**config.mk**
```make
export PLATFORM = sky130hd
export DESIGN_NAME = lsu_wb_flat
export DESIGN_NICKNAME = d
export VERILOG_FILES = /design/src/rtl/lsu_wb_if.sv /design/src/rtl/lsu_wb.sv /design/src/flat_wrapper.sv
export SDC_FILE = /design/constraint.sdc
export NUM_CORES = 1
export LEC_CHECK = 0
export CAP_MARGIN = 10
export CORE_MARGIN = 2
export CORE_UTILIZATION = 46
export DETAILED_ROUTE_END_ITERATION = 12
export PLACE_DENSITY = 0.8
export SYNTH_ARGS = -nofsm -noshare
export SYNTH_HDL_FRONTEND = slang
export SYNTH_SLANG_ARGS = --single-unit
export TNS_END_PERCENT = 10
```
**constraint.sdc**
```tcl
create_clock -name clk -period 2.35 [get_ports clk]
set_input_delay 0.47 -clock clk [delete_from_list [all_inputs] [get_ports clk]]
set_output_delay 0.47 -clock clk [all_outputs]
set_load 0.01 [all_outputs]
```
**src/rtl/lsu_wb_if.sv**
```systemverilog
// lsu_wb_if: EX/WB load context, memory read response and register-file write port of the LSU writeback stage
interface lsu_wb_if #(
  parameter int REG_ADDR_W = 5
);
  logic                  is_load_in;
  logic                  zero_ext_in;
  logic                  is_nop_in;
  logic [1:0]            size_in;
  logic [REG_ADDR_W-1:0] rd_in;
  logic [1:0]            byte_off_in;
  logic                  mem_rvalid;
  logic [31:0]           mem_rdata;
  logic                  stall_out;
  logic                  rf_we;
  logic [REG_ADDR_W-1:0] rf_waddr;
  logic [31:0]           rf_wdata;
  logic                  err_timeout;
  modport master (
    output is_load_in, zero_ext_in, is_nop_in, size_in, rd_in, byte_off_in, mem_rvalid, mem_rdata,
    input  stall_out, rf_we, rf_waddr, rf_wdata, err_timeout
  );
  modport slave (
    input  is_load_in, zero_ext_in, is_nop_in, size_in, rd_in, byte_off_in, mem_rvalid, mem_rdata,
    output stall_out, rf_we, rf_waddr, rf_wdata, err_timeout
  );
endinterface

```
**src/rtl/lsu_wb.sv**
```systemverilog
// lsu_wb: LSU writeback stage aligning/extending load data, stalling upstream on late memory data (optional WAIT watchdog via LSU_WB_TIMEOUT_EN)
module lsu_wb #(
  parameter int REG_ADDR_W     = 5,
  parameter int TIMEOUT_CYCLES = 255
) (
  input logic     clk,
  input logic     rst,
  lsu_wb_if.slave bus
);
  typedef enum logic {IDLE, WAIT} state_t;
  state_t                state;
  logic [1:0]            c_size, c_off;
  logic                  c_zext;
  logic [REG_ADDR_W-1:0] c_rd;
  logic                  held, load_ok, fire;
  logic [1:0]            w_size, w_off;
  logic                  w_zext;
  logic [REG_ADDR_W-1:0] w_rd;
  logic [31:0]           w_data;
  if (TIMEOUT_CYCLES < 1) begin : g_chk
    $error("lsu_wb: TIMEOUT_CYCLES must be at least 1");
  end
`ifdef LSU_WB_TIMEOUT_EN
  localparam int CW = $clog2(TIMEOUT_CYCLES + 1);
  logic [CW-1:0] cnt;
`else
  assign bus.err_timeout = 1'b0;
`endif
  function automatic logic [31:0] extend(input logic [1:0] size, input logic [1:0] off, input logic zext, input logic [31:0] d);
    logic [7:0]  b;
    logic [15:0] h;
    b = d[{off, 3'b000} +: 8];
    h = off[1] ? d[31:16] : d[15:0];
    return size == 2'b00 ? {{24{~zext & b[7]}}, b} : size == 2'b01 ? {{16{~zext & h[15]}}, h} : d;
  endfunction
  // Write context comes from the captured load while waiting, else straight from the EX/WB register
  always_comb begin
    held    = state == WAIT;
    load_ok = bus.is_load_in & ~bus.is_nop_in;
    w_size  = held ? c_size : bus.size_in;
    w_off   = held ? c_off : bus.byte_off_in;
    w_zext  = held ? c_zext : bus.zero_ext_in;
    w_rd    = held ? c_rd : bus.rd_in;
    w_data  = extend(w_size, w_off, w_zext, bus.mem_rdata);
    fire    = bus.mem_rvalid & (held | load_ok);
  end
  // FSM: write back on data arrival, capture and stall when the response lags the load
  always_ff @(posedge clk or posedge rst)
    if (rst) begin
      state         <= IDLE;
      bus.stall_out <= 1'b0;
      bus.rf_we     <= 1'b0;
      bus.rf_waddr  <= '0;
      bus.rf_wdata  <= '0;
      c_size        <= '0;
      c_off         <= '0;
      c_zext        <= 1'b0;
      c_rd          <= '0;
`ifdef LSU_WB_TIMEOUT_EN
      cnt             <= '0;
      bus.err_timeout <= 1'b0;
`endif
    end else begin
      bus.rf_we <= fire & (w_rd != '0);
      if (fire && w_rd != '0) begin
        bus.rf_waddr <= w_rd;
        bus.rf_wdata <= w_data;
      end
      if (!held && load_ok && !bus.mem_rvalid) begin
        state         <= WAIT;
        bus.stall_out <= 1'b1;
        c_size        <= bus.size_in;
        c_off         <= bus.byte_off_in;
        c_zext        <= bus.zero_ext_in;
        c_rd          <= bus.rd_in;
      end
      if (held && bus.mem_rvalid) begin
        state         <= IDLE;
        bus.stall_out <= 1'b0;
      end
`ifdef LSU_WB_TIMEOUT_EN
      cnt <= held && !bus.mem_rvalid ? cnt + 1'b1 : '0;
      if (held && !bus.mem_rvalid && cnt == CW'(TIMEOUT_CYCLES - 1)) begin
        state           <= IDLE;
        bus.stall_out   <= 1'b0;
        bus.err_timeout <= 1'b1;
        cnt             <= '0;
      end
`endif
    end
endmodule
```
**src/flat_wrapper.sv**
```systemverilog
// flat-port wrapper written by rule: the top's interface ports become plain ports
module lsu_wb_flat 
#(
  parameter int REG_ADDR_W     = 5,
  parameter int TIMEOUT_CYCLES = 255
)
  (clk, rst, bus_is_load_in, bus_zero_ext_in, bus_is_nop_in, bus_size_in, bus_rd_in, bus_byte_off_in, bus_mem_rvalid, bus_mem_rdata, bus_stall_out, bus_rf_we, bus_rf_waddr, bus_rf_wdata, bus_err_timeout);
  lsu_wb_if #(.REG_ADDR_W(REG_ADDR_W)) bus_i ();
  input logic clk;
  input logic rst;
  input wire logic [$bits(bus_i.is_load_in)-1:0] bus_is_load_in;
  input wire logic [$bits(bus_i.zero_ext_in)-1:0] bus_zero_ext_in;
  input wire logic [$bits(bus_i.is_nop_in)-1:0] bus_is_nop_in;
  input wire logic [$bits(bus_i.size_in)-1:0] bus_size_in;
  input wire logic [$bits(bus_i.rd_in)-1:0] bus_rd_in;
  input wire logic [$bits(bus_i.byte_off_in)-1:0] bus_byte_off_in;
  input wire logic [$bits(bus_i.mem_rvalid)-1:0] bus_mem_rvalid;
  input wire logic [$bits(bus_i.mem_rdata)-1:0] bus_mem_rdata;
  output wire logic [$bits(bus_i.stall_out)-1:0] bus_stall_out;
  output wire logic [$bits(bus_i.rf_we)-1:0] bus_rf_we;
  output wire logic [$bits(bus_i.rf_waddr)-1:0] bus_rf_waddr;
  output wire logic [$bits(bus_i.rf_wdata)-1:0] bus_rf_wdata;
  output wire logic [$bits(bus_i.err_timeout)-1:0] bus_err_timeout;
  assign bus_i.is_load_in = bus_is_load_in;
  assign bus_i.zero_ext_in = bus_zero_ext_in;
  assign bus_i.is_nop_in = bus_is_nop_in;
  assign bus_i.size_in = bus_size_in;
  assign bus_i.rd_in = bus_rd_in;
  assign bus_i.byte_off_in = bus_byte_off_in;
  assign bus_i.mem_rvalid = bus_mem_rvalid;
  assign bus_i.mem_rdata = bus_mem_rdata;
  assign bus_stall_out = bus_i.stall_out;
  assign bus_rf_we = bus_i.rf_we;
  assign bus_rf_waddr = bus_i.rf_waddr;
  assign bus_rf_wdata = bus_i.rf_wdata;
  assign bus_err_timeout = bus_i.err_timeout;
  lsu_wb #(.REG_ADDR_W(REG_ADDR_W), .TIMEOUT_CYCLES(TIMEOUT_CYCLES)) u_core (.clk(clk), .rst(rst), .bus(bus_i));
endmodule
```
# [Word level (Yosys, flattened, before mapping)]
# Cells that the tools add are included.
[totals] output_inout_bits=40 reg_bits=49 elab_cells=36 mem_bits_ro=0 latchBits=0 mem_bits_rw=0 memories=0
[op_classes] n_bitwise=8 magnitude_cmp=0 mul=0 reduce_logical=9 muxes=9 shift=1 add_sub_neg=0 n_eq_ne=1 n_div=0
[ops] cell="two-way mux 32 bit" count=2
[ops] cell="variable part select 32 x 6 -> 8 bit" count=1
[ops] cell="two-way mux 16 bit" count=1
[ops] cell="AND 1 bit" count=5
[ops] cell="two-way mux 5 bit" count=1
[ops] cell="nonzero test 5 bit" count=1
[ops] cell="logical AND 1 bit" count=4
[ops] cell="two-way mux 2 bit" count=2
[ops] cell="two-way mux 1 bit" count=3
[ops] cell="equality test 2 x 1 -> 1 bit, second input constant" count=1
[ops] cell="zero test 1 bit" count=2
[ops] cell="zero test 2 bit" count=1
[ops] cell="inverter 1 bit" count=2
[ops] cell="nonzero test 2 bit" count=1
[ops] cell="OR 1 bit" count=1

# [Logic depth before layout (Yosys ltp)]
[depth] depth_word=6 mapped_depth=10 ltp_nobuf=6

# [Worst setup path before layout]
# No wires, ideal clock.
[synth_timing] path_type="register to register" from="register u_core.state (netlist: u_core.held)" to="register u_core.bus.rf_wdata[16]" synth_period_minus_slack_ns=1.885 arrival_time_ns=1.755 slack_ns=0.465 path_stages_with_launch=8 n_path_buf=2 setup_time_ns=0.130 cell_sequence="dfrtp_1 -> buf_6 -> mux2_4 -> mux2i_1 -> a221oi_2 -> a21oi_2 -> buf_6 -> a31oi_1"
[synth_via] elab_chain_len=5 elab_cells_between_ends=17 classes_between="1 x eq/ne; 1 x shift; 7 x mux; 5 x bitwise; 3 x reduce/logical"
[synth_rtl] item="start, declared" line="lsu_wb.sv:11" text="state_t state;"
[synth_rtl] item="start signal, assigned" line="lsu_wb.sv:50" text="state <= IDLE;"
[synth_rtl] item="start signal, assigned" line="lsu_wb.sv:70" text="state <= WAIT;"
[synth_rtl] item="start signal, assigned" line="lsu_wb.sv:78" text="state <= IDLE;"
[synth_rtl] item="parallel branches: the longest is 5 deep, another holds variable part select 32 x 6 -> 8 bit"
[synth_rtl] item="end signal, assigned" line="lsu_wb.sv:67" text="bus.rf_wdata <= w_data;"
[synth_rtl] item="end, declared" line="lsu_wb_if.sv:24" text="output stall_out, rf_we, rf_waddr, rf_wdata, err_timeout"
# Several ways; the timed one is not identified.
# A chain may end at the register's enable or synchronous reset.

# [Worst setup path after layout]
[layout_timing] from="register u_core.state (netlist: u_core.held)" to="register u_core.bus.rf_wdata[12]"
[layout_via] elab_chain_len=4 elab_cells_between_ends=16 classes_between="1 x eq/ne; 1 x shift; 7 x mux; 4 x bitwise; 3 x reduce/logical"
[layout_rtl] item="two-way mux 2 bit, or another cell as far along" line="lsu_wb.sv:41" text="w_off = held ? c_off : bus.byte_off_in;"
[layout_rtl] item="variable part select 32 x 6 -> 8 bit, or another cell as far along" line="lsu_wb.sv:32" text="b = d[{off, 3'b000} +: 8];"
[layout_rtl] item="AND 1 bit or two-way mux 32 bit (tied branches)" line="lsu_wb.sv:34" text="return size == 2'b00 ? {{24{~zext & b[7]}}, b} : size == 2'b01 ? {{16{~zext & h[15]}}, h} : d;"
[layout_rtl] item="two-way mux 32 bit" line="lsu_wb.sv:34"
# Parallel ways exist; a longest one is shown, timed or not.

==> summary.md <==
| Metric | Value |
|---|---|
| Hold Buf Count CTS | `0` |
| Row count | `27` |
| Req. time, crit path | `~2600 ps` |
| Final Hold Viols | `0` |
| Die area | `6340 um2` |
| Worst slew margin | `0.647` |
| Post-synthesis sequential area ratio | `0.466` |
| CTS root buf | `clkbuf_8` |
| Critical path type | `reg2reg` |
| Vias per Instance | `5.81` |
| Drt pass-1 iters | `5` |
| Maxcap violations | `0` |
| Core area | `between 5000 and 6000 um2` |
| Largest net degree at the start of global routing | `between 50 and 60` |
| Top routing layer in use | `met4` |
| First-pass GRT wire length | `11900 um` |
| P_leak | `~0.0015 uW` |
| Part of the cycle the worst path needs | `0.937` |
| Crit-path cells | `buf_4 -> mux2_2 -> a221oi_2 -> nand2_2 -> a31oi_1` |
| Crit path max-delay family | `compound AO/OA/AOI/OAI gates` |
| Placed standard-cell area | `around 3600 um2` |
| Syn_nets | `335` |
| Setup Viol. Count Final | `0` |
| Arr. time, crit path | `~2400 ps` |
| Worst vdd ir | `approximately 340 uV` |
| ANT nets after route | `0` |
| Most frequent cells in the layout | `clkdlybuf4s50_1 (85), dfrtp_1 (49), nand2_1 (46)` |
| Worst Slack Setup Final | `approximately 150 ps` |
| Post-synth cell types | `40` |
| Grt ovf | `0` |
| Worst path bufs/invs | `1` |
| Yosys warns | `0` |
| Detail Placement HPWL | `approximately 5500 um` |
| Crit-path slowest cell | `dfrtp_1` |
| Post-Syn Area | `2630 um2` |
| Mapped Cells | `around 290` |
| Vias in the first global route | `roughly 2.5k` |
| CTS clk-pin slew, worst paths | `90 ps` |
| Port Buffers | `85` |
| GRT Util Overall | `0.240` |
| Startpoint Class | `register` |
| # Post-CTS Setup Buffers | `0` |
| CP max FO | `10` |
| Yosys reg bits | `49` |
| Layout cells sized above 1 | `0.122` |
| Met3 wire len | `roughly 500 um` |
| Syn_area_per_cell | `around 9.1 um2` |
| Worst-Margin Slew | `521 ps` |
| Met2 routed WL | `between 3000 and 4000 um` |
| Antenna Cells | `0` |
| Max clock buf depth | `2` |
| Layout Skew | `around 4.8 ps` |
| DRC Markers | `0` |
| DR WL/cell | `approximately 16 um` |
| M1 WL | `3120 um` |
| Nets | `423` |
| Leading cell type in the layout, fill and taps excluded | `clkdlybuf4s50_1` |
| Outcome | `completed` |
| CTS buffer count | `5` |
| Min Tclk post-route | `~2200 ps` |
| GPL Wtd Cong | `between 0.9 and 1` |
| Pre-CTS WS | `-257 ps` |
| CP endpoint kind | `register` |
| FMAX | `between 400 and 500 MHz` |
| Final Max Slew Viols | `0` |
| Largest area contributor in the netlist | `dfrtp_1` |
| Setup repair after global routing missed its margin | `no` |
| DIE HEIGHT | `79.6 um` |
| Top cells by area, synth | `dfrtp_1 (47%), nand2_1 (6.7%), a31oi_1 (5.7%), nor2_1 (5.7%), mux2_2 (5.1%)` |
| # IOs | `87` |
| Clk sinks | `49` |
| Max H-tree Level | `2` |
| Setup tns final | `0 ps` |
| Initial antenna violation count | `0` |
| CTS resizes | `0` |
| Starting density of the core | `0.478` |
| Total Routed Length | `between 7000 and 8000 um` |
| Post-route cell area | `approximately 3700 um2` |
| Die width | `~80 um` |
| PwrDens | `about 750 nW/um2` |
| Iter 0 DRT Violations | `approximately 220` |
| Yosys top cell area share | `0.466` |
| Worst skew pair latency | `310 ps` |
| DR vias | `between 2k and 3k` |
| CTS tree | `yes` |
| Crit-path max cell delay | `roughly 560 ps` |
| Hold Crit Class | `reg2reg` |
| Syn-to-layout area delta | `41.1%` |
[cells in the mapped netlist (all sizes together)]
master / count
clkbuf: 8
a22o: 1
dfrtp: 49
nor4: 2
nand2b: 2
inv: 2
or3: 1
nand3: 8
o21ai: 4
buf: 13
o2bb2ai: 4
a31oi: 24
nor2b: 8
or2: 2
o22ai: 3
o32a: 1
nor4b: 1
a211oi: 1
nand3b: 1
o32ai: 1
o221ai: 4
conb: 1
a21o: 1
nand2: 47
nor3: 2
mux2: 13
a21oi: 18
nor2: 40
nor3b: 1
nand4b: 1
mux2i: 9
a22oi: 7
a221oi: 8
[worst register-to-register path, stage by stage (launching register included)]
cell and delay (ps):
dfrtp_1 560, buf_4 250, mux2_2 370, a221oi_2 470
nand2_2 240, a31oi_1 240
[flip-flops by register name, indices dropped and copies added, names as in the netlist]
name                 count
u_core.c_zext            1
u_core.c_off             2
u_core.bus.rf_wdata     32
u_core.held              1
u_core.c_rd              5
u_core.c_size            2
u_core.bus.rf_waddr      5
u_core.bus.rf_we         1
[report_power, final]
part	switching, uW	internal [uW]
Combinational	472	598
Clock	301	212
Sequential	146	1050
[cells by family (layout without fill, tap and decap cells)]
group | after synthesis | in the layout | share of synthesized area
AND/OR/NAND/NOR | 116 | 116 | 0.194
AO/OA/AOI/OAI | 77 | 77 | 0.199
flip-flops | 49 | 49 | 0.466
buffers and inverters | 23 | 112 | 0.0456
multiplexers | 22 | 22 | 0.0942
other | 1 | 1 | 0.00143
[path summary, 6_finish.rpt]
kind | depth (start not counted) | from | to | slack [ps]
max | 5 | u_core.held | u_core.bus.rf_wdata[12] | 150
min | 1 | u_core.bus.rf_wdata[4] | u_core.bus.rf_wdata[4] | 500
max reg2reg | 5 | u_core.held | u_core.bus.rf_wdata[12] | 150
min reg2reg | 1 | u_core.bus.rf_wdata[4] | u_core.bus.rf_wdata[4] | 500
max in group asynchronous | 3 | rst | u_core.c_off[0] | 1320
min in group asynchronous | 2 | rst | u_core.bus.rf_wdata[21] | 520
[per-stage QoR]
| stage | instances | utilization | hold slack (ps) | total power (uW) |
|---|---|---|---|---|
| 3_3_place_gp | 441 | 0.656 | 475 | 2250 |
| 4_1_cts | 449 | 0.672 | 508 | 2780 |
| 3_5_place_dp | 441 | 0.656 | 485 | 2280 |
| 6_report | 449 | 0.674 | 499 | 2780 |
| 2_1_floorplan | 288 | - | 480 | 1700 |
| 5_1_grt | 449 | 0.674 | 517 | 2940 |
[cell type report]
class	instances	area, um2
inverters	2	7.51
flip-flops and latches	49	1230
well taps	72	90.1
multi-input cells	216	1290
fillers	453	1790
clock inverters	3	21.3
clock buffers	5	68.8
repair buffers	102	1000
[layer usage]
| metal | vias to the layer above | track usage |
|---|---|---|
| li1 | 1218 | - |
| met5 | - | 0 |
| met4 | 0 | 0.0966 |
| met2 | 136 | 0.371 |
| met1 | 1229 | 0.329 |
| met3 | 24 | 0.0498 |
(Power assumes the default switching activity.)
